### src/rtl/rgb_lookup_arbiter.sv
// Two-requester arbiter for the single read port of the lights colour BRAM.
// Grants one read at a time, waits out the BRAM latency and returns a tagged, registered RGB word.
module rgb_lookup_arbiter #(
  parameter int ADDR_W    = 3,
  parameter int DATA_W    = 24,
  parameter int BRAM_LAT  = 1,
  parameter int FIXED_PRI = 0
) (
  input  logic              clk,
  input  logic              rst_n,
  input  logic              req0,
  input  logic [ADDR_W-1:0] addr0,
  input  logic              req1,
  input  logic [ADDR_W-1:0] addr1,
  output logic              gnt0,
  output logic              gnt1,
  output logic              bram_en,
  output logic [ADDR_W-1:0] bram_addr,
  input  logic [DATA_W-1:0] bram_dout,
  output logic              rsp_valid,
  output logic              rsp_id,
  output logic [DATA_W-1:0] rsp_rgb,
  output logic              busy
);

  typedef enum logic [1:0] {IDLE, READ, WAIT} state_t;

  localparam logic [1:0] LAST_WAIT = 2'(BRAM_LAT - 1);

  state_t            state, state_nxt;
  logic [1:0]        wait_cnt;
  logic [ADDR_W-1:0] addr_q;
  logic              id_q;
  logic              last_id;
  logic              win_id;
  logic              last_wait;

  assign last_wait = (state == WAIT) && (wait_cnt == LAST_WAIT);

  // On a tie the requester that was not served last wins, unless fixed priority is selected.
  always_comb begin
    state_nxt = state;
    gnt0      = 1'b0;
    gnt1      = 1'b0;
    if (req0 && req1) win_id = (FIXED_PRI != 0) ? 1'b0 : ~last_id;
    else              win_id = req1;
    case (state)
      IDLE: begin
        // Grant is combinational; gate with reset so nothing is granted while held in reset.
        if ((req0 || req1) && rst_n) begin
          gnt0      = ~win_id;
          gnt1      = win_id;
          state_nxt = READ;
        end
      end
      READ:    state_nxt = WAIT;
      WAIT:    if (wait_cnt == LAST_WAIT) state_nxt = IDLE;
      default: state_nxt = IDLE;
    endcase
  end

  always_ff @(posedge clk or negedge rst_n) begin
    if (!rst_n) begin
      state     <= IDLE;
      wait_cnt  <= '0;
      addr_q    <= '0;
      id_q      <= 1'b0;
      last_id   <= 1'b1;
      rsp_valid <= 1'b0;
      rsp_id    <= 1'b0;
      rsp_rgb   <= '0;
    end else begin
      state     <= state_nxt;
      rsp_valid <= last_wait;
      wait_cnt  <= (state == WAIT) ? wait_cnt + 2'd1 : 2'd0;
      if (gnt0 || gnt1) begin
        addr_q  <= gnt1 ? addr1 : addr0;
        id_q    <= gnt1;
        last_id <= gnt1;
      end
      if (last_wait) begin
        rsp_rgb <= bram_dout;
        rsp_id  <= id_q;
      end
    end
  end

  assign bram_en   = (state != IDLE);
  assign bram_addr = addr_q;
  assign busy      = (state != IDLE);

endmodule

### config.mk
export PLATFORM = sky130hd
export DESIGN_NAME = rgb_lookup_arbiter
export DESIGN_NICKNAME = d
export VERILOG_FILES = /design/src/rtl/rgb_lookup_arbiter.sv
export SDC_FILE = /design/constraint.sdc
export NUM_CORES = 1
export LEC_CHECK = 0
export CORE_MARGIN = 4
export CORE_UTILIZATION = 54
export DETAILED_ROUTE_END_ITERATION = 7
export DONT_BUFFER_PORTS = 1
export HOLD_SLACK_MARGIN = 0.08
export PLACE_DENSITY_LB_ADDON = 0.15
export SYNTH_ARGS = -nofsm -noshare
export SYNTH_HDL_FRONTEND = slang
export SYNTH_SLANG_ARGS = --single-unit
### constraint.sdc
create_clock -name clk -period 1.2 [get_ports clk]
set_input_delay 0.12 -clock clk [delete_from_list [all_inputs] [get_ports clk]]
set_output_delay 0.12 -clock clk [all_outputs]
set_load 0.1 [all_outputs]
==> results of run 1 <==
[cells in the mapped netlist, types with 3 or more instances]
cell type / n
a2bb2oi_1: 3
o32ai_1: 3
mux2_2: 24
dfrtp_1: 34
nor2_1: 3
inv_1: 4
[stage by stage]
step	cell area [sq um]	setup TNS (ns)	worst slack (ns)	std cells	hold slack, ns
detailed placement	2110	-3.78	-0.196	160	-0.175
floorplan	1510	-3.35	-0.563	94	-0.176
global placement	2110	-2.63	-0.159	160	-0.175
[cells by family after synthesis]
group	Yosys count	share of synthesized area (%)
muxes	25	20.1
DFF	35	61.9
adders and majority gates	1	0.883
and+or+nand+nor	15	7.42
AOI/OAI and AO/OA	11	6.18
buffers and inverters	7	3.44
==> qor.yml, run 1 <==
synth:
  synth_area_leaders: "dfrtp_1, mux2_2, dfstp_2"
  synth-edff-count: 0
  synthesis.nets: 129
  ys_seq_area_share_pct: 61.9
  synth.avg_cell_area_sq_um: 15.1
  synth-main-ff-cell: "dfrtp_1"
  synth_cell_types: 29
  synth_cells: 94
  ys.warnings.count: 0
  synth_top_area_share_pct: 60.1
  ys_async_sr_fraction_pct: 100
  ys_seq_elements: 35
  synth.cell_area_sq_um: 1420
  yosys.area.top_type: "dfrtp_1"
floorplan:
  initial_utilization_pct: 56.7
  die_x_microns: 59.2
  die_h_microns: 59.2
  io_pins: 67
  rows: 18
placement:
  io_buffer_count: 0
  gp_congestion: 0.747
  hpwlAfterDp_mm: 2.50
clock_network:
  cts_setup_buffers: 7
  hold_buffers: 34
  root_buffer: "clkbuf_4"
  ctsLongestPathBuffers: 2
  cts.htree.levels: 2
  cts_resized: 9
  cts.sinks: 35
  cts_buffers: 5
status:
  status: "stopped before the end"
  flow.stopped_at: "4_1_cts"
  error: "[ERROR DPL-0038] Utilization greater than 100%, impossible to legalize"
==> run 2: changes to the inputs <==
CORE_AREA = 4 4 65 67   (was default)
CORE_MARGIN = default   (was 4)
CORE_UTILIZATION = default   (was 54)
DIE_AREA = 0 0 69 71   (was default)
HOLD_SLACK_MARGIN = default   (was 0.08)
clock period = 1.6 ns   (was 1.2 ns; I/O delays follow)
==> qor.yml, run 2 <==
clock_network:
  tritoncts: "yes"
  cts_buffers: 5  # unchanged
  cts.sinks: 35  # unchanged
  clk_latency_ns: 0.28
  cts_resized: 0  # was 9
  root_buffer: "clkbuf_8"  # was clkbuf_4
  ctsLongestPathBuffers: 2  # unchanged
  cts.htree.levels: 2  # unchanged
  clk_pin_slew_ns: 0.07
route:
  vias_per_cell: 4.87
  num_vias: 905
  remaining_drc_errors: 0
  drt_iter0_drc: 22
  post_drt_wl_per_cell_microns: 16.1
  finalWirelength_mm: 3.00
  ant_nets: 0
  dr.pass1.iters: 4
synth:
  synth.most_common_cell: "dfrtp_1"  # unchanged
  ys_seq_elements: 35  # unchanged
  synth.avg_cell_area_sq_um: 15.1  # unchanged
  ys_seq_area_share_pct: 61.9  # unchanged
  synth_common_cells: "dfrtp_1, mux2_2, inv_1"  # unchanged
  yosys.area.top_type: "dfrtp_1"  # unchanged
  synthesis.nets: 129  # unchanged
  synth-main-ff-cell: "dfrtp_1"  # unchanged
  synth_area_leaders: "dfrtp_1, mux2_2, dfstp_2"  # unchanged
  synth_cell_types: 29  # unchanged
  synth_cells: 94  # unchanged
  ys_async_sr_fraction_pct: 100  # unchanged
  synth.cell_area_sq_um: 1420  # unchanged
  synth-edff-count: 0  # unchanged
  ys.warnings.count: 0  # unchanged
  synth_top_area_share_pct: 60.1  # unchanged
cells_and_area:
  drive_gt1_share_pct: 56.5
  fillers: 321
  nets: 172
  antennaDiodeCount: 0
  multi_input_area_sq_um: 509
  final_cell_mix: "dfrtp_1, buf_4, mux2_2"
  final_design_area_no_fill_sq_um: 1890
  largest_reg_flops: 24
  seq_area_sq_um: 877
  layout_commonest_cell: "dfrtp_1"
  syn_to_final_growth_pct: 33.7
  top_register: "rsp_rgb"
floorplan:
  io_pins: 67  # unchanged
  dieArea_sq_um: 4900
  die_x_microns: 69  # was 59.2 microns
  initial_utilization_pct: 39.0  # was 56.7%
  die_h_microns: 71  # was 59.2 microns
  core_area_sq_um: 3630
  rows: 22  # was 18
placement:
  postPlaceCellArea_sq_um: 1750  # was 2110 sq um
  hpwlAfterDp_mm: 2.22  # was 2.50 mm
  gp_congestion: 0.749  # was 0.747
  io_buffer_count: 0  # unchanged
status:
  status: "finished with violations"  # was stopped before the end
  violations: "setup timing"
sta:
  setup_viol: 1
  post-route-period-util_pct: 101
  worst_slack_ns: -0.0177
  rsz0062_at_grt: "yes"
  worst_slew_pin_slew_ns: 0.377
  maxSlewViolCount: 0
  fin_skew_ns: 0.00368
  slew_headroom_pct: 74.8
  fmax_mhz: 618
  period_needed_ns: 1.62
  setup-tns-final_ns: -0.0177
  hold_viol: 0
critical_path:
  cp-start-kind: "flop"
  setup.worst_path.start: "state[0]$_DFFE_PN0P_"
  critPathRequiredTime_ns: 1.44
  critPathKind: "reg -> out"
  endpoint_kind: "primary output"
  endpoint: "gnt0"
  timing.rr.end: "rsp_rgb[1]$_DFFE_PN0P_"
  regToRegStartpoint: "state[1]$_DFFE_PN0P_"
  arrival_ns: 1.46
  crit_fanout: 3
  reg2reg_depth: 4
  reg2reg_slack_ns: 0.05
global_routing:
  track_usage_pct: 13.5
  grt_pass1_vias: 1052
  grt_overflow: 0
  grt_pass1_wl_mm: 5.15
  grt_max_degree: 36
  antenna_found_initial: 0
worst_hold_path:
  hp-class: "in -> reg"
run:
  maxCapViolCount: 0
run 2: worst min-delay path by stage:
stage | end | cells after the start | from | slack [ns]
CTS | rsp_rgb[7]$_DFFE_PN0P_ | 1 | bram_dout[7] | 0.01
global placement | rsp_rgb[14]$_DFFE_PN0P_ | 0 | rst_n | -0.13
global route | rsp_rgb[3]$_DFFE_PN0P_ | 1 | bram_dout[3] | 0.002
detailed placement | rsp_rgb[14]$_DFFE_PN0P_ | 0 | rst_n | -0.13
floorplan | bram_addr[0]$_DFFE_PN0P_ | 0 | rst_n | -0.14
finish | rsp_rgb[14]$_DFFE_PN0P_ | 1 | bram_dout[14] | 0.03
run 2: what timing repair did:
action                                  4_1_cts  5_1_grt
setup buffers                                 3        0
hold endpoints to repair                     36        0
hold buffers                                  3        0
pin swaps                                     3        0
endpoints found under the setup margin        2        2
run 2: cell type report:
| class | count | share of cell area, % |
|---|---|---|
| multi-input cells | 52 | 26.9 |
| clock inverters | 2 | 0.661 |
| clock buffers | 6 | 3.83 |
| well taps | 48 | 3.17 |
| inverters | 4 | 0.793 |
| flip-flops and latches | 35 | 46.3 |
| repair buffers | 39 | 18.4 |
run 2: kinds of logic (layout without fill, tap and decap cells):
logic type	count (synthesis)	after routing	synth area share [%]
fa+ha+maj	1	1	0.883
mux	25	25	20.1
simple gates	15	15	7.42
compound gates	11	11	6.18
flops	35	35	61.9
buf+inv	7	51	3.44
run 2: metal layers:
metal	vias up	part of all wire (%)	track usage, %
met5	-	0	0
met1	450	36	14.0
met3	2	7.6	6.82
li1	416	-	-
met2	37	56	23.3
met4	0	0.77	5.21
run 2: metrics by stage:
step                      instances  hold slack [ns]  worst slack [ns]  utilization, %
after floorplan                  94           -0.136            -0.204               -
after global routing            186          0.00172           -0.0732            52.1
final                           186           0.0269           -0.0177            52.1
after CTS                       186           0.0115           -0.0438            52.1
after detailed placement        172           -0.135             0.123            48.1
after global placement          172           -0.135             0.173            48.1
run 2: worst max-delay path, cell delays in order (launching register included):
cell	delay (ns)
dfrtp_1	0.38
or3b_4	0.44
nor3_4	0.17
buf_12	0.20
Power of run 2 is not shown: default switching activity piles up to over one toggle a cycle in this logic, so the estimate is an artifact.
==> run 3: changes to the inputs <==
ABC_AREA = 1   (was default)
SETUP_SLACK_MARGIN = 0.15   (was default)
==> qor.yml, run 3 <==
status:
  status: "completed"  # was finished with violations
cells_and_area:
  layout_commonest_cell: "nand2_1"  # was dfrtp_1
  fin_cells: 270  # was 186
  syn_to_final_growth_pct: 52.5  # was 33.7%
  nets: 256  # was 172
  antennaDiodeCount: 0  # unchanged
  final_cell_mix: "nand2_1, buf_4, dfrtp_1"  # was dfrtp_1, buf_4, mux2_2
  top_register: "rsp_rgb"  # unchanged
  drive_gt1_share_pct: 29.7  # was 56.5%
  largest_reg_flops: 24  # unchanged
synth:
  synthAdderAreaFrac_pct: 0.885  # was 0.883%
  ys.warnings.count: 0  # unchanged
  ys_seq_elements: 35  # unchanged
  ys_seq_area_share_pct: 62.0  # was 61.9%
  synth-xor-area-share_pct: 0  # unchanged
  synth_area_leaders: "dfrtp_1, nand2_1, nand3_1"  # was dfrtp_1, mux2_2, dfstp_2
  ys_async_sr_fraction_pct: 100  # unchanged
  synth_compound_area_share_pct: 1.42  # was 6.18%
  synth.avg_cell_area_sq_um: 9.12  # was 15.1 sq um
  synth_top_family_by_area: "simple AND/OR/NAND/NOR gates"  # was multiplexers
  synth-main-ff-cell: "dfrtp_1"  # unchanged
  synthesis.nets: 190  # was 129
  synth-edff-count: 0  # unchanged
  synth.cell_area_sq_um: 1410  # was 1420 sq um
  synth_cell_types: 19  # was 29
  yosys.area_share.simple_pct: 30.4  # was 7.42%
  synth_cells: 155  # was 94
  synth_common_cells: "nand2_1, dfrtp_1, inv_1"  # was dfrtp_1, mux2_2, inv_1
  synth.most_common_cell: "nand2_1"  # was dfrtp_1
  yosys.area.top_type: "dfrtp_1"  # unchanged
  synth.area.mux_share_pct: 0  # was 20.1%
  synth_top_area_share_pct: 60.2  # was 60.1%
global_routing:
  grt_pass1_vias: 1234  # was 1052
  antenna_found_initial: 0  # unchanged
  grt_overflow: 0  # unchanged
  grt_max_degree: 36  # unchanged
  grt_pass1_wl_mm: 5.95  # was 5.15 mm
  track_usage_pct: 15.2  # was 13.5%
placement:
  io_buffer_count: 0  # unchanged
  dp.cells: 231  # was 172
  hpwlAfterDp_mm: 2.31  # was 2.22 mm
  gp_congestion: 0.772  # was 0.749
run:
  maxCapViolCount: 0  # unchanged
clock_network:
  cts.sinks: 35  # unchanged
  cts.htree.levels: 2  # unchanged
  clk_latency_ns: 0.28  # about the same
  clk_pin_slew_ns: 0.07  # about the same
  root_buffer: "clkbuf_8"  # unchanged
  tritoncts: "yes"  # unchanged
  cts_buffers: 5  # unchanged
  ctsLongestPathBuffers: 2  # unchanged
sta:
  fin_skew_ns: 0.00483  # was 0.00368 ns
  maxSlewViolCount: 0  # unchanged
  rsz0062_at_grt: "yes"  # unchanged
  slew_headroom_pct: 74.3  # was 74.8%
  period_needed_ns: 1.46  # was 1.62 ns
  setup-tns-final_ns: 0  # was -0.0177 ns
  hold_viol: 0  # unchanged
  worst_slew_pin_slew_ns: 0.384  # was 0.377 ns
  setup_viol: 0  # was 1
  post-route-period-util_pct: 91.0  # was 101%
  fmax_mhz: 687  # was 618 MHz
critical_path:
  arrival_ns: 1.30  # was 1.46 ns
  crit_slowest_cell: "dfrtp_1"  # was or3b_4
  path_buf_inv: 1  # unchanged
  endpoint_kind: "primary output"  # unchanged
  critPathRequiredTime_ns: 1.44  # about the same
  path_cells: "nor2_4 > nand2_4 > nor2_4 > buf_12"  # was or3b_4 > nor3_4 > buf_12
  cp_slowest_stage_delay_ns: 0.40  # was 0.44 ns
  crit_family: "simple AND/OR/NAND/NOR gates"  # unchanged
  critPathKind: "reg -> out"  # unchanged
  cp-start-kind: "flop"  # unchanged
  crit_fanout: 4  # was 3
  path_common_cell: "nor2_4"
floorplan:
  core_area_sq_um: 3630  # unchanged
  dieArea_sq_um: 4900  # unchanged
  die_x_microns: 69  # unchanged
  initial_utilization_pct: 38.9  # was 39.0%
  die_h_microns: 71  # unchanged
  rows: 22  # unchanged
  io_pins: 67  # unchanged
route:
  num_vias: 1225  # was 905
  post_drt_wl_per_cell_microns: 12.8  # was 16.1 microns
  dr.pass1.iters: 4  # unchanged
  remaining_drc_errors: 0  # unchanged
  drt_iter0_drc: 92  # was 22
  ant_nets: 0  # unchanged
  vias_per_cell: 4.54  # was 4.87
  finalWirelength_mm: 3.45  # was 3.00 mm
worst_hold_path:
  hp-class: "in -> reg"  # unchanged
==> run 3: cell types whose count changed in the layout (fill, tap and decap cells not counted), sizes merged, moves of 4 or more <==
cell	delta
dlygate4sd3	+19
mux2	-25
buf	+6
nand3	+7
nor2	+4
inv	+4
nand2	+81
==> run 3: logic make-up (layout without fill, tap and decap cells) <==
kind of cell             Yosys count  in the layout
AO/OA/AOI/OAI                      4              4
adder cells (fa/ha/maj)            1              1
buffers and inverters             14             81
flip-flops                        35             35
AND/OR/NAND/NOR                  101            101
==> run 3: per-layer routing <==
metal	share of wire [%]	GRT usage (%)	vias to the layer above	wire, microns
li1	-	-	606	-
met1	39	18.2	573	1350
met2	52	25.0	41	1800
met3	7.9	6.68	5	272
met4	1.0	3.90	0	36
met5	0	0	-	0
==> run 3: through the flow <==
stage               area [sq um]  worst slack, ns  utilization (%)  hold WS, ns
floorplan                   1450           0.0126                -       -0.136
global placement            1730            0.235             47.7       -0.135
detailed placement          1730            0.204             47.7       -0.134
CTS                         2140            0.114             58.8     0.000842
global route                2160           0.0589             59.3      0.00365
finish                      2160            0.144             59.3      0.00828
==> run 3: final timing paths <==
check                           depth (start not counted)                       to  slack [ns]                  start
min in group asynchronous                               2       rsp_id$_DFFE_PN0P_        0.35                  rst_n
worst min-delay path                                    2  rsp_rgb[11]$_DFFE_PN0P_       0.008          bram_dout[11]
worst min register to register                          1    wait_cnt[0]$_DFF_PN0_        0.42  wait_cnt[0]$_DFF_PN0_
worst max-delay path                                    4                     gnt0        0.14   state[0]$_DFFE_PN0P_
worst max register to register                          6  rsp_rgb[11]$_DFFE_PN0P_        0.28   state[0]$_DFFE_PN0P_
max in group asynchronous                               2      last_id$_DFFE_PN1P_        1.01                  rst_n
==> run 3: worst reg2reg max path: cells and delay by family (launching register included) <==
kind	cells	cell delay, ns
buffers and inverters	3	0.49
flip-flops	1	0.40
AND/OR/NAND/NOR	3	0.31
==> run 3: timing repair <==
| action | 4_1_cts | 5_1_grt |
|---|---|---|
| pin swaps | 5 | 2 |
| endpoints found under the hold margin | 54 | 1 |
| endpoints found under the setup margin | 4 | 28 |
| hold buffers | 21 | 1 |
| gates resized for setup | 7 | 2 |
| setup buffers | 8 | 1 |
==> run 3: area by class of cell <==
| class | count | area (sq um) |
|---|---|---|
| Timing Repair Buffer | 64 | 587 |
| Inverter | 9 | 40.0 |
| Multi-Input combinational cell | 106 | 490 |
| Sequential cell | 35 | 878 |
| Clock buffer | 8 | 100 |
| Fill cell | 346 | 1480 |
| Tap cell | 48 | 60.1 |
Power of run 3 is left out for the same reason.
